--- src/rtl/decode_stage_if.sv ---
// Decode-stage bundle: fetch-side handshake, write-back port and decoded output bundle.
// No logic; the decode stage owns the slave side and the fetch/ALU/write-back environment owns the master side.
// Valid/ready on both sides; write-back is an unconditional enable/address/data strobe.
interface decode_stage_if #(
  parameter int XLEN = 32
);
  // fetch side
  logic            in_vld;
  logic            in_rdy;
  logic [31:0]     inst;
  logic            flush;
  // write-back side
  logic            wb_en;
  logic [4:0]      wb_addr;
  logic [XLEN-1:0] wb_data;
  // ALU side
  logic            out_vld;
  logic            out_rdy;
  logic [5:0]      opcode;
  logic [5:0]      funct;
  logic [4:0]      rs;
  logic [4:0]      rt;
  logic [4:0]      des;
  logic            alu_src;
  logic            reg_write;
  logic [XLEN-1:0] src_a;
  logic [XLEN-1:0] src_b;

  modport master (
    output in_vld, inst, flush, wb_en, wb_addr, wb_data, out_rdy,
    input  in_rdy, out_vld, opcode, funct, rs, rt, des, alu_src, reg_write, src_a, src_b
  );

  modport slave (
    input  in_vld, inst, flush, wb_en, wb_addr, wb_data, out_rdy,
    output in_rdy, out_vld, opcode, funct, rs, rt, des, alu_src, reg_write, src_a, src_b
  );
endinterface

--- src/rtl/decode_stage.sv ---
// Instruction decode stage with integrated register file and write-back bypass.
// Latency 1: an instruction accepted at edge N is presented with out_vld=1 after edge N.
// One-entry output register; in_rdy = !out_vld | out_rdy, bundle held stable while stalled (except forwarded operands).
// Ports: i_clk, i_rst_n (async active-low), bus (decode_stage_if.slave):
//   fetch in_vld/in_rdy/inst/flush, write-back wb_en/wb_addr/wb_data,
//   ALU out_vld/out_rdy/opcode/funct/rs/rt/des/alu_src/reg_write/src_a/src_b.
module decode_stage #(
  parameter int XLEN     = 32,
  parameter int NREGS    = 32,
  parameter bit SIGN_EXT = 1'b1
) (
  input  logic          i_clk,
  input  logic          i_rst_n,
  decode_stage_if.slave bus
);

  // One bit per architectural address that is backed by storage. r0 is excluded so it reads as
  // zero and ignores writes; addresses at or above NREGS fall outside the mask the same way.
  localparam logic [31:0] REG_MASK =
    ((NREGS >= 32) ? 32'hFFFF_FFFF : ((32'd1 << NREGS) - 32'd1)) & ~32'd1;

  logic [XLEN-1:0] r_regs [32];

  logic            r_out_vld;
  logic [5:0]      r_opcode;
  logic [5:0]      r_funct;
  logic [4:0]      r_rs;
  logic [4:0]      r_rt;
  logic [4:0]      r_des;
  logic            r_alu_src;
  logic            r_reg_write;
  logic [XLEN-1:0] r_src_a;
  logic [XLEN-1:0] r_src_b;

  logic            w_in_rdy;
  logic            w_accept;
  logic            w_xfer;
  logic            w_wb_hit;
  logic [5:0]      w_op;
  logic [4:0]      w_rs;
  logic [4:0]      w_rt;
  logic [4:0]      w_rd;
  logic [4:0]      w_des;
  logic [XLEN-1:0] w_imm;
  logic [XLEN-1:0] w_rs_val;
  logic [XLEN-1:0] w_rt_val;

  assign w_in_rdy = !r_out_vld || bus.out_rdy;
  assign w_accept = bus.in_vld && w_in_rdy && !bus.flush;
  assign w_xfer   = r_out_vld && bus.out_rdy;
  assign w_wb_hit = bus.wb_en && REG_MASK[bus.wb_addr];

  assign w_op  = bus.inst[31:26];
  assign w_rs  = bus.inst[25:21];
  assign w_rt  = bus.inst[20:16];
  assign w_rd  = bus.inst[15:11];
  assign w_des = (w_op == 6'd0) ? w_rd : w_rt;
  assign w_imm = SIGN_EXT ? XLEN'($signed(bus.inst[15:0])) : XLEN'(bus.inst[15:0]);

  // Operand reads bypass a same-cycle write so the captured value is never stale.
  always_comb begin
    w_rs_val = '0;
    if (REG_MASK[w_rs]) begin
      w_rs_val = (w_wb_hit && (bus.wb_addr == w_rs)) ? bus.wb_data : r_regs[w_rs];
    end
  end

  always_comb begin
    w_rt_val = '0;
    if (REG_MASK[w_rt]) begin
      w_rt_val = (w_wb_hit && (bus.wb_addr == w_rt)) ? bus.wb_data : r_regs[w_rt];
    end
  end

  // Register file: writes are independent of the pipeline state, including flush.
  always_ff @(posedge i_clk or negedge i_rst_n) begin
    if (!i_rst_n) begin
      for (int i = 0; i < 32; i++) begin
        r_regs[i] <= '0;
      end
    end else if (w_wb_hit) begin
      r_regs[bus.wb_addr] <= bus.wb_data;
    end
  end

  // Output register. Priority: flush, accept, drain, stalled-hold forwarding.
  always_ff @(posedge i_clk or negedge i_rst_n) begin
    if (!i_rst_n) begin
      r_out_vld   <= 1'b0;
      r_opcode    <= '0;
      r_funct     <= '0;
      r_rs        <= '0;
      r_rt        <= '0;
      r_des       <= '0;
      r_alu_src   <= 1'b0;
      r_reg_write <= 1'b0;
      r_src_a     <= '0;
      r_src_b     <= '0;
    end else if (bus.flush) begin
      r_out_vld <= 1'b0;
    end else if (w_accept) begin
      r_out_vld   <= 1'b1;
      r_opcode    <= w_op;
      r_funct     <= bus.inst[5:0];
      r_rs        <= w_rs;
      r_rt        <= w_rt;
      r_des       <= w_des;
      r_alu_src   <= (w_op != 6'd0);
      r_reg_write <= (w_des != 5'd0);
      r_src_a     <= w_rs_val;
      r_src_b     <= (w_op == 6'd0) ? w_rt_val : w_imm;
    end else if (w_xfer) begin
      r_out_vld <= 1'b0;
    end else if (r_out_vld && w_wb_hit) begin
      // Stalled bundle: keep register operands coherent with write-back. The immediate
      // operand (alu_src=1) is not a register value and is left alone.
      if (bus.wb_addr == r_rs) begin
        r_src_a <= bus.wb_data;
      end
      if (!r_alu_src && (bus.wb_addr == r_rt)) begin
        r_src_b <= bus.wb_data;
      end
    end
  end

  assign bus.in_rdy    = w_in_rdy;
  assign bus.out_vld   = r_out_vld;
  assign bus.opcode    = r_opcode;
  assign bus.funct     = r_funct;
  assign bus.rs        = r_rs;
  assign bus.rt        = r_rt;
  assign bus.des       = r_des;
  assign bus.alu_src   = r_alu_src;
  assign bus.reg_write = r_reg_write;
  assign bus.src_a     = r_src_a;
  assign bus.src_b     = r_src_b;

endmodule

--- src/flat_wrapper.sv ---
// flat-port wrapper written by rule: the top's interface ports become plain ports
module decode_stage_flat 
#(
  parameter int XLEN     = 32,
  parameter int NREGS    = 32,
  parameter bit SIGN_EXT = 1'b1
)
  (i_clk, i_rst_n, bus_in_vld, bus_inst, bus_flush, bus_wb_en, bus_wb_addr, bus_wb_data, bus_out_rdy, bus_in_rdy, bus_out_vld, bus_opcode, bus_funct, bus_rs, bus_rt, bus_des, bus_alu_src, bus_reg_write, bus_src_a, bus_src_b);
  decode_stage_if #(.XLEN(XLEN)) bus_i ();
  input  logic i_clk;
  input  logic i_rst_n;
  input wire logic [$bits(bus_i.in_vld)-1:0] bus_in_vld;
  input wire logic [$bits(bus_i.inst)-1:0] bus_inst;
  input wire logic [$bits(bus_i.flush)-1:0] bus_flush;
  input wire logic [$bits(bus_i.wb_en)-1:0] bus_wb_en;
  input wire logic [$bits(bus_i.wb_addr)-1:0] bus_wb_addr;
  input wire logic [$bits(bus_i.wb_data)-1:0] bus_wb_data;
  input wire logic [$bits(bus_i.out_rdy)-1:0] bus_out_rdy;
  output wire logic [$bits(bus_i.in_rdy)-1:0] bus_in_rdy;
  output wire logic [$bits(bus_i.out_vld)-1:0] bus_out_vld;
  output wire logic [$bits(bus_i.opcode)-1:0] bus_opcode;
  output wire logic [$bits(bus_i.funct)-1:0] bus_funct;
  output wire logic [$bits(bus_i.rs)-1:0] bus_rs;
  output wire logic [$bits(bus_i.rt)-1:0] bus_rt;
  output wire logic [$bits(bus_i.des)-1:0] bus_des;
  output wire logic [$bits(bus_i.alu_src)-1:0] bus_alu_src;
  output wire logic [$bits(bus_i.reg_write)-1:0] bus_reg_write;
  output wire logic [$bits(bus_i.src_a)-1:0] bus_src_a;
  output wire logic [$bits(bus_i.src_b)-1:0] bus_src_b;
  assign bus_i.in_vld = bus_in_vld;
  assign bus_i.inst = bus_inst;
  assign bus_i.flush = bus_flush;
  assign bus_i.wb_en = bus_wb_en;
  assign bus_i.wb_addr = bus_wb_addr;
  assign bus_i.wb_data = bus_wb_data;
  assign bus_i.out_rdy = bus_out_rdy;
  assign bus_in_rdy = bus_i.in_rdy;
  assign bus_out_vld = bus_i.out_vld;
  assign bus_opcode = bus_i.opcode;
  assign bus_funct = bus_i.funct;
  assign bus_rs = bus_i.rs;
  assign bus_rt = bus_i.rt;
  assign bus_des = bus_i.des;
  assign bus_alu_src = bus_i.alu_src;
  assign bus_reg_write = bus_i.reg_write;
  assign bus_src_a = bus_i.src_a;
  assign bus_src_b = bus_i.src_b;
  decode_stage #(.XLEN(XLEN), .NREGS(NREGS), .SIGN_EXT(SIGN_EXT)) u_core (.i_clk(i_clk), .i_rst_n(i_rst_n), .bus(bus_i));
endmodule
--- config.mk ---
export PLATFORM = sky130hd
export DESIGN_NAME = decode_stage_flat
export DESIGN_NICKNAME = d
export VERILOG_FILES = /design/src/rtl/decode_stage_if.sv /design/src/rtl/decode_stage.sv /design/src/flat_wrapper.sv
export SDC_FILE = /design/constraint.sdc
export NUM_CORES = 2
export LEC_CHECK = 0
export BUFFER_PORTS_ARGS = -buffer_cell sky130_fd_sc_hd__buf_2
export CORE_MARGIN = 5
export CORE_UTILIZATION = 35
export DETAILED_ROUTE_END_ITERATION = 10
export PLACE_DENSITY = 0.49
export SKIP_LAST_GASP = 1
export SLEW_MARGIN = 20
export SYNTH_ARGS = -nofsm -noshare
export SYNTH_HDL_FRONTEND = slang
export SYNTH_SLANG_ARGS = --single-unit
--- constraint.sdc ---
create_clock -name i_clk -period 5.6 [get_ports i_clk]
set_clock_uncertainty 0.05 [all_clocks]
set_input_delay 0.56 -clock i_clk [delete_from_list [all_inputs] [get_ports i_clk]]
set_output_delay 0.56 -clock i_clk [all_outputs]
set_load 0.02 [all_outputs]
# ---- Word-level counts from Yosys, hierarchy flattened
# Memories as Yosys holds them, arrays and structs flattened.
# Index checks and enable logic that the tools add are counted.
dict set report op_classes {
  n_lt_le_gt_ge 7
  eq_ne 5
  n_mux 29
  bitwise_logic 4
  reduce_logical 23
}
# cell n
set ops {}
lappend ops {{$bwmux 1024} 1}
lappend ops {{$mux 32} 18}
lappend ops {{$bmux 32 s5} 2}
lappend ops {{$demux 32 s5} 1}
lappend ops {{$eq 5x5->1} 4}
lappend ops {{$ge 6x6->1 const B} 3}
lappend ops {{$lt 5x6->1 const B} 3}
lappend ops {{$not 5->6} 3}
lappend ops {{$logic_and 1x1->1} 9}
lappend ops {{$reduce_and 4->1} 2}
lappend ops {{$logic_not 6->1} 1}
lappend ops {{$lt 6x1->1 const B} 1}
lappend ops {{$mux 1} 6}
lappend ops {{$reduce_bool 2->1} 3}
lappend ops {{$reduce_bool 6->1} 1}
lappend ops {{$mux 5} 1}
lappend ops {{$reduce_bool 5->1} 1}
lappend ops {{$logic_not 1->1} 3}
lappend ops {{$reduce_bool 3->1} 1}
lappend ops {{$ne 2x1->1 const B} 1}
lappend ops {{$reduce_and 2->1} 1}
lappend ops {{$logic_or 1x1->1} 1}
lappend ops {{$not 1->1} 1}
dict set report totals {
  ff_bits 1118
  mem_bits_ro 96
  in_bits 75
  output_inout_bits 95
  wordCells 113
  mem_count 3
}
# name words width rd rd_ports_with_merged_regs wr line_no
set memory_table {}
lappend memory_table {{(name not given)} 32 1 1 0 0 decode_stage.sv:51} ;# assign w_wb_hit = bus.wb_en && REG_MASK[bus.wb_addr];
lappend memory_table {{(name not given)} 32 1 1 0 0 decode_stage.sv:63} ;# if (REG_MASK[w_rs]) begin
lappend memory_table {{(name not given)} 32 1 1 0 0 decode_stage.sv:70} ;# if (REG_MASK[w_rt]) begin

# ---- Longest topological paths before layout
dict set report logic_depth {
  word_depth 8
  ltp_mapped 10
  mapped_depth_nobuf 6
}

# ---- Least setup slack after synthesis
# Ideal clock, no wire load.
dict set report synth_timing {
  path_kind {input port to flip-flop}
  start {input bus_inst[22]}
  end {register u_core.r_src_a[12], in the netlist u_core.bus.src_a[12]}
  setup_time_ps 126
  arrival_time_ps 2412
  required_ps 5424
  slack_ps 3012
  stages 8
  path_buffers 3
  cell_sequence {buf_2 > buf_2 > clkbuf_1 > mux4_2 > mux4_2 > clkinv_1 > o22ai_1 > a221o_1}
}
dict set report synth_between {
  elab_chain_len 7
  elab_cells_between_ends 11
  cone_classes {eq/ne: 1; mux: 7; bitwise: 1; reduce/logical: 1; memory: 1}
}
# item line_no
set synth_rtl {}
lappend synth_rtl {{start, declared} flat_wrapper.sv:13} ;# input wire logic [$bits(bus_i.inst)-1:0] bus_inst;
lappend synth_rtl {{$not 5->6 (not written as such)} decode_stage.sv:64} ;# w_rs_val = (w_wb_hit && (bus.wb_addr == w_rs)) ? bus.wb_data : r_regs[w_rs];
lappend synth_rtl {{$bmux 32 s5} decode_stage.sv:64}
lappend synth_rtl {{$mux 32 (not written as such) (2 in series)} decode_stage.sv:64}
lappend synth_rtl {{$mux 32} decode_stage.sv:64}
lappend synth_rtl {{$mux 32 *} decode_stage.sv:63}
lappend synth_rtl {{$mux 32 *} decode_stage.sv:101} ;# end else if (w_accept) begin
lappend synth_rtl {{end signal, assigned} decode_stage.sv:110} ;# r_src_a <= w_rs_val;
lappend synth_rtl {{end signal, assigned} decode_stage.sv:118} ;# r_src_a <= bus.wb_data;
lappend synth_rtl {{end, declared} decode_stage.sv:32} ;# logic [XLEN-1:0] r_src_a;
# Every way passes the cells marked *; elsewhere a longest branch is shown, timed or not. The select of a mux whose other input is x is not followed.
# A chain may end at the register's enable or synchronous reset.

# ---- Worst setup path after layout
dict set report layout_timing {
  start {input bus_flush}
  end {register u_core.r_src_a[17], in the netlist u_core.bus.src_a[17]}
}
dict set report layout_between {
  elab_chain_len 4
  elab_cells_between_ends 8
  cone_classes {eq/ne: 1; mux: 1; bitwise: 1; reduce/logical: 5}
}
# item line_no
set layout_rtl {}
lappend layout_rtl {{start, declared} flat_wrapper.sv:14} ;# input wire logic [$bits(bus_i.flush)-1:0] bus_flush;
lappend layout_rtl {{$logic_not 1->1} decode_stage.sv:49} ;# assign w_accept = bus.in_vld && w_in_rdy && !bus.flush;
lappend layout_rtl {{$logic_and 1x1->1} decode_stage.sv:49}
lappend layout_rtl {{$ne 2x1->1 (no line) or $reduce_bool 2->1 (tied branches)} -}
lappend layout_rtl {{$reduce_and 4->1 (no line)} -}
# Several ways; a longest one is shown, not always the timed one.

==> impl_metrics.tcl <==
set metrics [dict create \
    ys_ff_latch 1118 \
    slew_headroom 0.256 \
    top_usage_layer "met2" \
    status "finished, final reports clean" \
    wl_per_cell_um 32.8 \
    final-setup-viol-count 0 \
    grt_pass1_vias 39600 \
    rr_startpoint "u_core.bus.out_vld" \
    synth_most_common_cell "dfrtp_1" \
    leakage_nw 28.7 \
    grt_overflow 0 \
    crit_path_end_kind "register" \
    r2r.worst_path.cells 6 \
    num_vias 38000 \
    internal_power_mw 17.5 \
    path_max_fanout 31 \
    clk_pin_slew_ns 0.06 \
    syn2layout_area_growth_pct 12.7 \
    fin_nets 4163 \
    max_clock_freq_mhz 304 \
    drive_gt1_frac 0.461 \
    synth_edf_count 0 \
    route.final.wire_length_um 210000 \
    vias_per_cell 5.96 \
    insertion_delay_ns 0.76 \
    fill_cells 15700 \
    met2_usage 0.391 \
    grt_max_degree 158 \
    grt_pass1_wl_um 303000 \
    final_cells 6388 \
    synth_compound_area_frac 0.0400 \
    fin_setup_tns_ns 0 \
    syn-num-nets 4176 \
    critPathRequiredTime_ns 6.23 \
    max-vdd-ir-drop_v 0.000259 \
    path_class "primary input to register" \
    htree_levels 4 \
    ys_top_cells_by_area "dfrtp_1 (47%), mux4_2 (19%), mux2_2 (17%), mux2i_1 (3.9%), clkbuf_1 (1.7%)" \
    p_sw_mw 6.93 \
    core_um2 167000 \
    clock_path_buffers 3 \
    place.detailed.hpwl_um 119000 \
    synth_top_family_by_area "multiplexers" \
    syn_inst 4101 \
    combPwrFrac 0.201 \
    swShare 0.284 \
    rr_endpoint "u_core.bus.src_a[17]" \
    place.gp.congestion 0.763 \
    cts-root-buf "clkbuf_16" \
    row_count 150 \
    hold_violations 0 \
    die_h_um 421 \
    io_pins 170 \
    yosys-top-cells-count "dfrtp_1 (1118), mux2_2 (912), mux4_2 (490)" \
    first_iter_violations 3274 \
    fin_util 0.397 \
    post-route-period-util 0.587 \
    timing.final.max_slew_violations 0 \
    drc 0 \
    cts_tree "done" \
    hold-path-cell-count 4 \
    start_util 0.353 \
    dpl.cell_count 6136 \
    fin_crit_ns 3.29 \
    clockPowerShare 0.357 \
    muxShareOfSynthArea 0.414 \
    synth_top_area_frac 0.474 \
    ys.flop_type "dfrtp_1" \
    avgSynthCellArea_um2 14.4 \
    rsz0062_at_grt "false" \
    async_flop_share 1.00 \
    whs_endpoint "u_core.bus.src_b[6]" \
    ys_types 52 \
    grt_use_met3 0.0389 \
    synthSimpleGateAreaFrac 0.0301 \
    hold_class "primary input to register" \
    cts.sinks 1118 \
    seqPwrFrac 0.443 \
    port-buffer-count 169 \
    grt_usage 0.237 \
    holdCritStartpoint "bus_inst[6]" \
    power.density_nw_per_um2 367 \
    synth_area_um2 59000 \
    grt_antenna_before_repair 12 \
    grtUsageMet1 0.321 \
    cp.arrival_ns 3.92 \
    startpoint_type "primary input" \
    drtAntennaViolNets 0 \
    cts_inserted_buffers 134 \
    reg2reg_slack_ns 2.47 \
    synth-xor-area-share 0.00297 \
    synth_fa_ha_area_frac 0 \
    synth_area_leader_cell "dfrtp_1" \
    firstDrtPassIters 5 \
    tightest_slew_ns 1.11 \
    ys_warn_count 0 \
    die_area_um2 177000 \
    max-cap-violations 0 \
    die_w_um 421 \
    ys_seq_area_frac 0.474 \
    cts_resized 0 \
]
-- sequential cells by signal, summed over array words and instances, names as in the netlist --
name,flops
u_core.bus.src_a,32
u_core.bus.rs,5
u_core.bus.opcode,6
u_core.bus.funct,6
u_core.r_regs,1024
u_core.bus.reg_write,1
u_core.bus.src_b,32
u_core.bus.des,5
u_core.bus.out_vld,1
u_core.bus.alu_src,1
u_core.bus.rt,5
-- power by group through the flow --
| stage | sequential (mW) | clock (mW) | combinational, mW |
|---|---|---|---|
| final | 10.8 | 8.71 | 4.90 |
| after global routing | 11.0 | 9.20 | 5.28 |
| after CTS | 10.8 | 8.91 | 4.94 |
| after detailed placement | 10.9 | 0 | 4.92 |
| after global placement | 10.9 | 0 | 4.86 |
| after floorplan | 10.6 | 0 | 3.51 |
-- per-stage QoR --
stage               power [mW]  hold WS (ns)  setup WS (ns)  instance area, um2
floorplan                 14.1         0.214           3.01               59000
detailed placement        15.8         0.334           1.84               62000
global placement          15.7         0.327           1.91               62000
global route              25.5         0.149           2.25               66500
CTS                       24.6        0.0878           2.37               66500
finish                    24.4         0.138           2.31               66500
-- area by class of cell --
class / count / area [um2] / share of cell area
Sequential cell: 1118 / 28000 / 0.420
Timing Repair Buffer: 296 / 2180 / 0.0327
Clock inverter: 32 / 343 / 0.00515
Tap cell: 2204 / 2760 / 0.0414
Inverter: 67 / 251 / 0.00378
Antenna cell: 2 / 5.00 / 0.0000752
Multi-Input combinational cell: 2471 / 29100 / 0.437
Clock buffer: 198 / 3980 / 0.0598
-- routing by layer --
layer,vias up,share of wire
li1,15600,-
met1,20900,0.43
met2,1251,0.48
met3,329,0.054
met4,4,0.036
met5,-,0.00013
-- worst max-delay path, cell delays in order --
cell and delay, ns:
dlygate4sd3_1 0.53, buf_2 0.14, nor4bb_1 0.34, o21ai_1 0.22, nor4_1 0.88, o21bai_4 0.26
buf_4 0.66, a221o_1 0.28
-- cell usage in the layout (no fill, tap or decap), drive strengths merged, types with 13 or more instances in the layout --
master	n
dfrtp	1118
mux2	985
mux4	490
buf	275
mux2i	229
clkbuf	199
nand2	163
o21ai	103
clkinv	78
a21oi	71
a22oi	60
nand3	60
nor2	50
nor3	40
o22ai	34
a221o	31
and3	22
dlygate4sd3	20
inv	14
a221oi	13
-- cell families after synthesis --
family	count (synthesis)
AND/OR/NAND/NOR	383
flip-flops	1118
XOR/XNOR	20
AO/OA/AOI/OAI	364
buffers and inverters	512
multiplexers	1704
-- worst max-delay path by stage --
stage | slack (ns) | startpoint | to | depth (start not counted)
6_report | 2.31 | bus_flush | u_core.bus.src_a[17] | 8
5_1_grt | 2.25 | bus_flush | u_core.bus.src_a[17] | 8
4_1_cts | 2.37 | bus_flush | u_core.bus.src_a[17] | 8
3_5_place_dp | 1.84 | bus_wb_addr[0] | u_core.bus.src_a[15] | 7
3_3_place_gp | 1.91 | bus_wb_addr[0] | u_core.bus.src_a[16] | 7
2_1_floorplan | 3.01 | bus_inst[22] | u_core.bus.src_a[12] | 8
-- what timing repair did --
| action | CTS | global route |
|---|---|---|
| hold buffers | 20 | 0 |
| hold endpoints to repair | 67 | 0 |
| setup endpoints to repair | 0 | 0 |
| setup buffers | 0 | 0 |
No activity file was read; power rests on OpenSTA's default activity.
